File: src/rtl/vga_multicam_display_if.sv
// Frame buffer read bus shared by all cameras: packed read addresses out,
// packed synchronous-read data back (data valid one clk after the address).
interface vga_multicam_display_if #(
  parameter int NUM_CAM = 2,
  parameter int NB_ADDR = 15,
  parameter int NB_BUF  = 12
);
  logic [NB_ADDR*NUM_CAM-1:0] frame_addr;
  logic [NB_BUF*NUM_CAM-1:0]  frame_pixel;

  modport master (output frame_addr, input frame_pixel);
  modport slave  (input frame_addr, output frame_pixel);
endinterface

File: src/rtl/vga_multicam_display.sv
// N-camera framebuffer-to-VGA display. Tiles the camera images side by side,
// or shows one camera at 2x. Adds a per-camera no-signal watchdog, centroid
// bars under each tile and a tile border. Three-stage pipeline: address
// register, frame buffer read, colour register; sync and region flags are
// delayed to match.
module vga_multicam_display #(
  parameter int NUM_CAM     = 2,
  parameter int IMG_COLS    = 160,
  parameter int IMG_ROWS    = 120,
  parameter int NB_ADDR     = $clog2(IMG_COLS*IMG_ROWS),
  parameter int NB_BUF      = 12,
  parameter int TILE_STRIDE = 256,
  parameter int NB_CENTROID = 8,
  parameter int TIMEOUT_FRM = 4
) (
  input  logic                           clk,
  input  logic                           rst,
  input  logic                           visible_i,
  input  logic                           new_pxl_i,
  input  logic                           hsync_i,
  input  logic                           vsync_i,
  input  logic [9:0]                     col_i,
  input  logic [9:0]                     row_i,
  input  logic                           rgbmode_i,
  input  logic                           zoom_i,
  input  logic [1:0]                     cam_sel_i,
  input  logic [NUM_CAM-1:0]             cam_frame_done_i,
  input  logic [3*NUM_CAM-1:0]           rgbfilter_i,
  input  logic [NB_CENTROID*NUM_CAM-1:0] centroid_i,
  vga_multicam_display_if.master         fb,
  output logic                           vga_hsync_o,
  output logic                           vga_vsync_o,
  output logic [3:0]                     vga_red_o,
  output logic [3:0]                     vga_green_o,
  output logic [3:0]                     vga_blue_o
);

  localparam int SEG_W = IMG_COLS / NB_CENTROID;
  localparam int WD_W  = $clog2(TIMEOUT_FRM + 1);

  // The pipeline runs every clk; the pixel enable is not needed.
  logic unused_new_pxl;
  assign unused_new_pxl = new_pxl_i;

  typedef struct packed {
    logic        vis;
    logic        hs;
    logic        vs;
    logic        hit;   // pixel from a frame buffer
    logic [1:0]  cam;   // which camera supplies the pixel
    logic        ovl;   // centroid or border overlay
    logic [11:0] rgb;   // overlay colour
    logic        chk;   // checkerboard phase
  } stage_t;

  int     c_int;
  int     r_int;
  logic   vs_prev_q;
  logic   vs_fall;
  logic   zoom_q;
  logic [1:0] cam_q;
  logic [NUM_CAM-1:0] nosig;
  stage_t s1_d, p1_q, p2_q;
  logic [11:0] colour_d, colour_q;

  assign c_int   = int'(col_i);
  assign r_int   = int'(row_i);
  assign vs_fall = vs_prev_q & ~vsync_i;

  // Frame-start detection and per-frame mode latch.
  always_ff @(posedge clk) begin
    if (!rst) begin
      vs_prev_q <= 1'b1;
      zoom_q    <= 1'b0;
      cam_q     <= 2'd0;
    end else begin
      vs_prev_q <= vsync_i;
      if (vs_fall) begin
        zoom_q <= zoom_i;
        cam_q  <= (int'(cam_sel_i) < NUM_CAM) ? cam_sel_i : 2'd0;
      end
    end
  end

  genvar gi;
  generate
    for (gi = 0; gi < NUM_CAM; gi++) begin : g_cam
      localparam int BASE = gi * TILE_STRIDE;
      logic [NB_ADDR-1:0] addr_q;
      logic [NB_ADDR-1:0] addr_d;
      logic               upd;
      logic [WD_W-1:0]    wd_q;

      // Address for this camera; holds outside its active region.
      always_comb begin
        upd    = 1'b0;
        addr_d = addr_q;
        if (zoom_q) begin
          if (int'(cam_q) == gi && c_int < 2*IMG_COLS && r_int < 2*IMG_ROWS) begin
            upd    = 1'b1;
            addr_d = NB_ADDR'((r_int >> 1) * IMG_COLS + (c_int >> 1));
          end
        end else if (c_int >= BASE && c_int < BASE + IMG_COLS && r_int < IMG_ROWS) begin
          upd    = 1'b1;
          addr_d = NB_ADDR'(r_int * IMG_COLS + (c_int - BASE));
        end
      end

      // Stage 1: registered frame buffer address.
      always_ff @(posedge clk) begin
        if (!rst)     addr_q <= '0;
        else if (upd) addr_q <= addr_d;
      end

      // Watchdog: frames since last frame_done, saturating; frame_done wins.
      always_ff @(posedge clk) begin
        if (!rst)                                  wd_q <= WD_W'(TIMEOUT_FRM);
        else if (cam_frame_done_i[gi])             wd_q <= '0;
        else if (vs_fall && int'(wd_q) < TIMEOUT_FRM) wd_q <= wd_q + 1'b1;
      end

      assign fb.frame_addr[gi*NB_ADDR +: NB_ADDR] = addr_q;
      assign nosig[gi] = (int'(wd_q) == TIMEOUT_FRM);
    end
  endgenerate

  // Region classification for the current col/row.
  always_comb begin
    logic cen;
    logic brd;
    logic [11:0] cen_rgb;
    int seg;
    s1_d     = '0;
    s1_d.vis = visible_i;
    s1_d.hs  = hsync_i;
    s1_d.vs  = vsync_i;
    s1_d.chk = col_i[3] ^ row_i[3];
    cen      = 1'b0;
    brd      = 1'b0;
    cen_rgb  = 12'h000;
    seg      = 0;
    if (zoom_q) begin
      if (c_int < 2*IMG_COLS && r_int < 2*IMG_ROWS) begin
        s1_d.hit = 1'b1;
        s1_d.cam = cam_q;
      end
    end else begin
      for (int k = 0; k < NUM_CAM; k++) begin
        if (c_int >= k*TILE_STRIDE && c_int < k*TILE_STRIDE + IMG_COLS) begin
          if (r_int < IMG_ROWS) begin
            s1_d.hit = 1'b1;
            s1_d.cam = 2'(k);
          end else if (r_int < IMG_ROWS + 8) begin
            seg = (c_int - k*TILE_STRIDE) / SEG_W;
            for (int j = 0; j < NB_CENTROID; j++) begin
              if (seg == j && centroid_i[k*NB_CENTROID + j]) begin
                cen     = 1'b1;
                cen_rgb = {{4{rgbfilter_i[3*k+2]}}, {4{rgbfilter_i[3*k+1]}},
                           {4{rgbfilter_i[3*k]}}};
              end
            end
          end
        end
        if ((c_int == k*TILE_STRIDE + IMG_COLS && r_int <= IMG_ROWS) ||
            (r_int == IMG_ROWS && c_int >= k*TILE_STRIDE &&
             c_int <= k*TILE_STRIDE + IMG_COLS))
          brd = 1'b1;
      end
    end
    s1_d.ovl = cen | brd;
    s1_d.rgb = cen ? cen_rgb : (brd ? 12'h088 : 12'h000);
  end

  // Stages 1 and 2 of the flag delay line, aligned with address and BRAM read.
  always_ff @(posedge clk) begin
    if (!rst) begin
      p1_q    <= '0;
      p1_q.hs <= 1'b1;
      p1_q.vs <= 1'b1;
      p2_q    <= '0;
      p2_q.hs <= 1'b1;
      p2_q.vs <= 1'b1;
    end else begin
      p1_q <= s1_d;
      p2_q <= p1_q;
    end
  end

  // Colour selection from buffer data and delayed flags.
  always_comb begin
    logic [NB_BUF-1:0] pix;
    logic              ns;
    pix = '0;
    ns  = 1'b0;
    for (int k = 0; k < NUM_CAM; k++) begin
      if (int'(p2_q.cam) == k) begin
        pix = fb.frame_pixel[k*NB_BUF +: NB_BUF];
        ns  = nosig[k];
      end
    end
    colour_d = 12'h000;
    if (!p2_q.vis)
      colour_d = 12'h000;
    else if (p2_q.hit) begin
      if (ns)
        colour_d = p2_q.chk ? 12'h888 : 12'h000;
      else if (rgbmode_i)
        colour_d = pix[11:0];
      else
        colour_d = {pix[7:4], pix[7:4], pix[7:4]};
    end else if (p2_q.ovl)
      colour_d = p2_q.rgb;
  end

  // Stage 3: registered colour and syncs.
  always_ff @(posedge clk) begin
    if (!rst) begin
      colour_q    <= 12'h000;
      vga_hsync_o <= 1'b1;
      vga_vsync_o <= 1'b1;
    end else begin
      colour_q    <= colour_d;
      vga_hsync_o <= p2_q.hs;
      vga_vsync_o <= p2_q.vs;
    end
  end

  assign vga_red_o   = colour_q[11:8];
  assign vga_green_o = colour_q[7:4];
  assign vga_blue_o  = colour_q[3:0];

endmodule
File: src/flat_wrapper.sv
// flat-port wrapper written by rule: the top's interface ports become plain ports
module vga_multicam_display_flat 
#(
  parameter int NUM_CAM     = 2,
  parameter int IMG_COLS    = 160,
  parameter int IMG_ROWS    = 120,
  parameter int NB_ADDR     = $clog2(IMG_COLS*IMG_ROWS),
  parameter int NB_BUF      = 12,
  parameter int TILE_STRIDE = 256,
  parameter int NB_CENTROID = 8,
  parameter int TIMEOUT_FRM = 4
)
  (clk, rst, visible_i, new_pxl_i, hsync_i, vsync_i, col_i, row_i, rgbmode_i, zoom_i, cam_sel_i, cam_frame_done_i, rgbfilter_i, centroid_i, vga_hsync_o, vga_vsync_o, vga_red_o, vga_green_o, vga_blue_o, fb_frame_addr, fb_frame_pixel);
  vga_multicam_display_if #(.NUM_CAM(NUM_CAM), .NB_ADDR(NB_ADDR), .NB_BUF(NB_BUF)) fb_i ();
  input  logic clk;
  input  logic rst;
  input  logic visible_i;
  input  logic new_pxl_i;
  input  logic hsync_i;
  input  logic vsync_i;
  input  logic [9:0] col_i;
  input  logic [9:0] row_i;
  input  logic rgbmode_i;
  input  logic zoom_i;
  input  logic [1:0] cam_sel_i;
  input  logic [NUM_CAM-1:0] cam_frame_done_i;
  input  logic [3*NUM_CAM-1:0] rgbfilter_i;
  input  logic [NB_CENTROID*NUM_CAM-1:0] centroid_i;
  output logic vga_hsync_o;
  output logic vga_vsync_o;
  output logic [3:0] vga_red_o;
  output logic [3:0] vga_green_o;
  output logic [3:0] vga_blue_o;
  output wire logic [$bits(fb_i.frame_addr)-1:0] fb_frame_addr;
  input wire logic [$bits(fb_i.frame_pixel)-1:0] fb_frame_pixel;
  assign fb_frame_addr = fb_i.frame_addr;
  assign fb_i.frame_pixel = fb_frame_pixel;
  vga_multicam_display #(.NUM_CAM(NUM_CAM), .IMG_COLS(IMG_COLS), .IMG_ROWS(IMG_ROWS), .NB_ADDR(NB_ADDR), .NB_BUF(NB_BUF), .TILE_STRIDE(TILE_STRIDE), .NB_CENTROID(NB_CENTROID), .TIMEOUT_FRM(TIMEOUT_FRM)) u_core (.clk(clk), .rst(rst), .visible_i(visible_i), .new_pxl_i(new_pxl_i), .hsync_i(hsync_i), .vsync_i(vsync_i), .col_i(col_i), .row_i(row_i), .rgbmode_i(rgbmode_i), .zoom_i(zoom_i), .cam_sel_i(cam_sel_i), .cam_frame_done_i(cam_frame_done_i), .rgbfilter_i(rgbfilter_i), .centroid_i(centroid_i), .fb(fb_i), .vga_hsync_o(vga_hsync_o), .vga_vsync_o(vga_vsync_o), .vga_red_o(vga_red_o), .vga_green_o(vga_green_o), .vga_blue_o(vga_blue_o));
endmodule
File: config.mk
export PLATFORM = sky130hd
export DESIGN_NAME = vga_multicam_display_flat
export DESIGN_NICKNAME = d
export VERILOG_FILES = /design/src/rtl/vga_multicam_display_if.sv /design/src/rtl/vga_multicam_display.sv /design/src/flat_wrapper.sv
export SDC_FILE = /design/constraint.sdc
export NUM_CORES = 1
export LEC_CHECK = 0
export CORE_MARGIN = 4
export CORE_UTILIZATION = 59
export CTS_CLUSTER_DIAMETER = 150
export DETAILED_ROUTE_END_ITERATION = 10
export PLACE_DENSITY = 0.87
export SLEW_MARGIN = 20
export SYNTH_ARGS = -nofsm -noshare
export SYNTH_HDL_FRONTEND = slang
export SYNTH_SLANG_ARGS = --single-unit
File: constraint.sdc
create_clock -name clk -period 18.6 [get_ports clk]
set_input_delay 2.79 -clock clk [delete_from_list [all_inputs] [get_ports clk]]
set_output_delay 2.79 -clock clk [all_outputs]
set_load 0.01 [all_outputs]
After elaboration in Yosys (flattened, before gate mapping)
Cells that the tools add are included.
{"block": "word_totals", "latch_bits": 0, "output_inout_bits": 44, "memories": 0, "ram_bits": 0, "regBits": 93, "inputBits": 78, "romBits": 0, "wordCells": 210}
{"block": "classes", "shift": 0, "add_sub_neg": 6, "n_lt_le_gt_ge": 14, "multipliers": 2, "muxes": 83, "n_reduce_logical": 48, "div": 2, "bitwise_logic": 5, "eq_ne": 23}
{"op": "two-way mux 12 bit", "count": 31}
{"op": "== test 32 x 4 -> 1 bit (second input constant)", "count": 8}
{"op": "== test 32 x 3 -> 1 bit (second input constant)", "count": 4}
{"op": "two-way mux 15 bit", "count": 6}
{"op": "== test 32 x 2 -> 1 bit (second input constant)", "count": 2}
{"op": "logical NOT 32 bit", "count": 2}
{"op": "two-way mux 1 bit", "count": 34}
{"op": "logical AND 1 bit", "count": 33}
{"op": "divider 11 x 6 -> 32 bit (second input constant)", "count": 1}
{"op": "divider 32 x 6 -> 32 bit (second input constant)", "count": 1}
{"op": "adder 15 x 11 -> 15 bit", "count": 2}
{"op": "less-than comparator 10 x 8 -> 1 bit (second input constant)", "count": 3}
{"op": "two-way mux 3 bit", "count": 10}
{"op": "less-than comparator 10 x 9 -> 1 bit (second input constant)", "count": 2}
{"op": "adder 15 x 10 -> 15 bit", "count": 1}
{"op": "subtractor 10 x 9 -> 11 bit (second input constant)", "count": 1}
{"op": "== test 10 bit (second input constant)", "count": 1}
{"op": "== test 10 x 8 -> 1 bit (second input constant)", "count": 1}
{"op": "== test 10 x 9 -> 1 bit (second input constant)", "count": 1}
{"op": ">= comparator 10 x 1 -> 1 bit (second input constant)", "count": 1}
{"op": ">= comparator 10 x 9 -> 1 bit (second input constant)", "count": 1}
{"op": "less-or-equal comparator 10 x 7 -> 1 bit (second input constant)", "count": 1}
{"op": "less-or-equal comparator 10 x 8 -> 1 bit (second input constant)", "count": 1}
{"op": "less-or-equal comparator 10 x 9 -> 1 bit (second input constant)", "count": 1}
{"op": "21 further kinds", "count": 34}

Longest topological paths before layout
{"block": "logic_depth", "ltp_word": 27, "mapped_depth": 26, "depth_no_buf": 23}

Worst setup path after synthesis
Ideal clock, no wire load.
{"block": "synth_timing", "path_kind": "input port to flip-flop", "start": "input port col_i[9]", "end": "register u_core.p1_q[8] (netlist bit)", "arrival_time_ns": 8.200, "cell_stages": 25, "path_buffers": 3, "required_time_ns": 18.486, "setup_time_ns": 0.114, "slack_ns": 10.286, "path_cell_list": "buf_2 > inv_1 > ha_1 > clkbuf_1 > buf_1 > nor3_1 > a31oi_1 > o311ai_0 > o211a_1 > or4_1 > a21o_1 > a211o_1 > and2_4 > o211ai_2 > a21oi_1 > a221oi_2 > nand3_2 > ha_1 > nand2b_1 > xnor2_1 > mux4_1 > and3_1 > o31ai_4 > a211oi_2 > a21o_1"}
{"block": "synth_via", "elab_chain_len": 27, "word_cells_on_any_way": 104, "cone_classes": "1 x add/sub; 2 x div; 6 x order compare; 16 x eq/ne; 51 x mux; 28 x reduce/logical"}
{"element": "from (decl)", "line_no": "flat_wrapper.sv:21", "source": "input logic [9:0] col_i;"}
{"element": "branches (longest 26 deep; another with divider 32 x 6 -> 32 bit)"}
{"element": "two-way mux 12 bit (*)", "line_no": "vga_multicam_display.sv:171", "source": "s1_d.rgb = cen ? cen_rgb : (brd ? 12'h088 : 12'h000);"}
{"element": "to (decl)", "line_no": "vga_multicam_display.sv:63", "source": "stage_t s1_d, p1_q, p2_q;"}
Every way passes the cells marked *.
A chain may end at the register's enable or synchronous reset.

Worst setup path in the final report
Ends and elaborated chain as after synthesis.

==> run metrics <==
status completed; final setup vio count 0; clk slew on worst S/H paths 0.06 ns; Detailed Place HPWL 15,300 um; top cells by area in the synthesized netlist dfxtp_1 (21%), ha_1 (7.1%), xnor2_1 (4.5%); Mapped Cells 898; Worst Path Required 18.82 ns; Final period util 54.3%; warnings from Yosys 0; fin crit period 10.10 ns; hold buffers post-CTS 0; layout cells sized above 1 8.60%; worst path bufs/invs 3; synth unique cells 105; top cell type by total area after synthesis dfxtp_1; Synth async-reset ratio 0%; maximum VDD drop 0.0508 mV; total global-route track usage 28.8%; CTS tree done; first-pass GRT wire length 34,500 um; CP Max Fanout 21; Hold Vio Cnt, Final 0; clk root buf clkbuf_16; Power Dens Cells 65.9 nW/um2; switch share 35.9%; clk buf depth 2; Clk pwr share 29.7%; r2r setup slk 15.98 ns; sw power 207 uW; relative slew slack 31.2%; Avg Cell Area, Syn 8.06 um2; clk sinks 76; cell-internal power 370 uW; dpl cell area 8450 um2; Vias/cell 6.70; Post-CTS Repair Setup Buffers 0; Starting DRT DRC Count 885; RSZ-0062 raised after global routing false; DRT Pass-1 Iters 5; largest net degree at the start of global routing 36; CP arrival 10.33 ns; startpoint types primary input; Fin Setup TNS 0 ns; clk_skew 0.00791 ns; vias in the first global route 7,185; via count 7,607; Worst-Margin Slew 1.02 ns; Core ar. 12,000 um2; Final Cell Area 8740 um2; register cell area after layout 1520 um2; post_cts resized 0; Synth Cell Area 7240 um2; non-filler instance count after layout 1,135; H-tree depth 3; Fmax 0.0990 GHz; NumNets Final 1,107; routed len/inst 18.6 um; area of the die 14,100 um2; Synth Net Count 1,021; die width 119 um; P_leak 3.12 nW; Slowest cell on crit path clkdlybuf4s50_1; die span in y 119 um; maxcap violations 0; sequential share of power 29.2%; Routed WL 21,100 um; ANT nets after route 0; IO buf count 120; Most used DFF post-synth dfxtp_1; antenna cells 0; Max Slew Vio Count 0; Worst Setup End Kind flip-flop; Yosys top cell area share 21.0%; combinational power share 41.1%; footprint of the multi-input gates 5350 um2; Clk Latency, worst-skew pair 0.33 ns; sequential fraction of the synthesis area 21.0%; CP delay by family, top compound AO/OA/AOI/OAI gates; critical path class primary input to flip-flop; Post-synth EDFFs 0; total CTS buffers 9; Tot Pwr 576 uW; initial antenna violation count 0; DRC 0; Rows 40; CP Cell Sequence clkdlybuf4s50_1 -> inv_1 -> ha_1 -> clkinv_1 -> o41ai_2 -> or2_1 -> nand2_1 -> a21oi_1 -> nor2_1 -> a31oi_1 -> nand2_1 -> o211ai_2 -> a21oi_1 -> a221oi_2 -> nand3_2 -> ha_1 -> nand2b_1 -> xnor2_1 -> mux4_1 -> and3_1 -> o31ai_4 -> a211oi_2 -> a21o_1; gr ovfl total 0; Ports 122; Cells after DPL 1,120; initial core utilization 60.3%; FILL cells 907; GP Congestion 0.963; slowest stage delay, CP 1.03 ns; P&R area growth vs syn 20.8%; Hold/Removal Path Class flip-flop to flip-flop; Synth Register Bits 76
-- cells in the final DEF (no fill, tap or decap), types with 22 or more instances in the layout --
master           count
a211oi_1            27
a21o_1              22
a21oi_1             56
clkdlybuf4s50_1    120
dfxtp_1             76
ha_1                41
inv_1               35
mux2i_1             25
nand2_1             70
nor2_1              71
o21ai_0             41
xnor2_1             37
-- synth_stat cells, types with 7 or more instances --
cell type / number
nand2_1: 70
o211ai_1: 18
inv_1: 35
o21bai_1: 7
nor2b_1: 15
a31oi_1: 18
and2_1: 15
o31ai_1: 7
nor3_1: 21
a21oi_1: 56
dfxtp_1: 76
and3_1: 9
clkbuf_1: 30
nand3_1: 19
a211oi_1: 27
nand4_1: 12
xnor2_1: 37
a21o_1: 22
buf_2: 15
nor2_1: 71
nand2b_1: 21
xor2_1: 13
o21ai_0: 41
ha_1: 41
mux2i_1: 25
-- routing by layer --
layer | vias to the layer above | part of all wire (%) | global-route usage [%] | wire length [um]
met2 | 427 | 47 | 48.0 | 9980
li1 | 3528 | - | - | -
met5 | - | 0 | 0 | 0
met3 | 70 | 7.7 | 4.16 | 1620
met1 | 3582 | 42 | 37.8 | 8900
met4 | 0 | 3.0 | 10.9 | 627
-- cell families (layout without fill, tap and decap cells) --
family | Yosys count | in the layout | share of synthesized area, %
multiplexers | 33 | 33 | 5.37
flip-flops | 76 | 76 | 21.0
adder cells (fa/ha/maj) | 45 | 45 | 8.19
XOR/XNOR | 50 | 50 | 6.05
AO/OA/AOI/OAI | 290 | 290 | 30.1
buffers and inverters | 91 | 181 | 5.34
AND/OR/NAND/NOR | 313 | 313 | 23.9
-- per-stage QoR --
step	utilization (%)	worst slack, ns	hold slack, ns
after floorplan	-	10.29	0.386
after global placement	70.3	8.43	0.391
after detailed placement	70.3	8.34	0.405
after CTS	72.7	8.65	0.419
after global routing	72.8	7.94	0.433
final	72.8	8.50	0.413
-- power by group through the flow --
stage	Clock, mW	Sequential, mW	Combinational, mW
after detailed placement	0	0.172	0.230
final	0.171	0.168	0.237
after global placement	0	0.172	0.225
after floorplan	0	0.172	0.170
after CTS	0.173	0.168	0.232
after global routing	0.180	0.169	0.258
-- state kept, by name (all words and copies together) (netlist names) --
| name | cells |
|---|---|
| u_core.vga_hsync_o | 1 |
| u_core.cam_q | 1 |
| u_core.g_cam.wd_q | 6 |
| u_core.g_cam.addr_q | 30 |
| u_core.p1_q | 12 |
| u_core.colour_q | 12 |
| u_core.p2_q | 12 |
| u_core.vga_vsync_o | 1 |
| u_core.zoom_q | 1 |
-- cell type report --
cell class | count | area share [%]
Tap cell | 147 | 2.10
Inverter | 38 | 1.63
Clock inverter | 6 | 0.744
Timing Repair Buffer | 128 | 14.4
Multi-Input combinational cell | 731 | 61.1
Sequential cell | 76 | 17.4
Clock buffer | 9 | 2.58
-- final timing paths --
check                                startpoint                         end  cells after the start
worst min-delay path            u_core.p2_q[17]          u_core.vga_vsync_o                      1
worst max-delay path                   col_i[9]              u_core.p1_q[8]                     23
worst min register to register  u_core.p2_q[17]          u_core.vga_vsync_o                      1
worst max register to register    u_core.zoom_q  u_core.g_cam[1].addr_q[11]                      7
No activity file was read; power rests on OpenSTA's default activity.
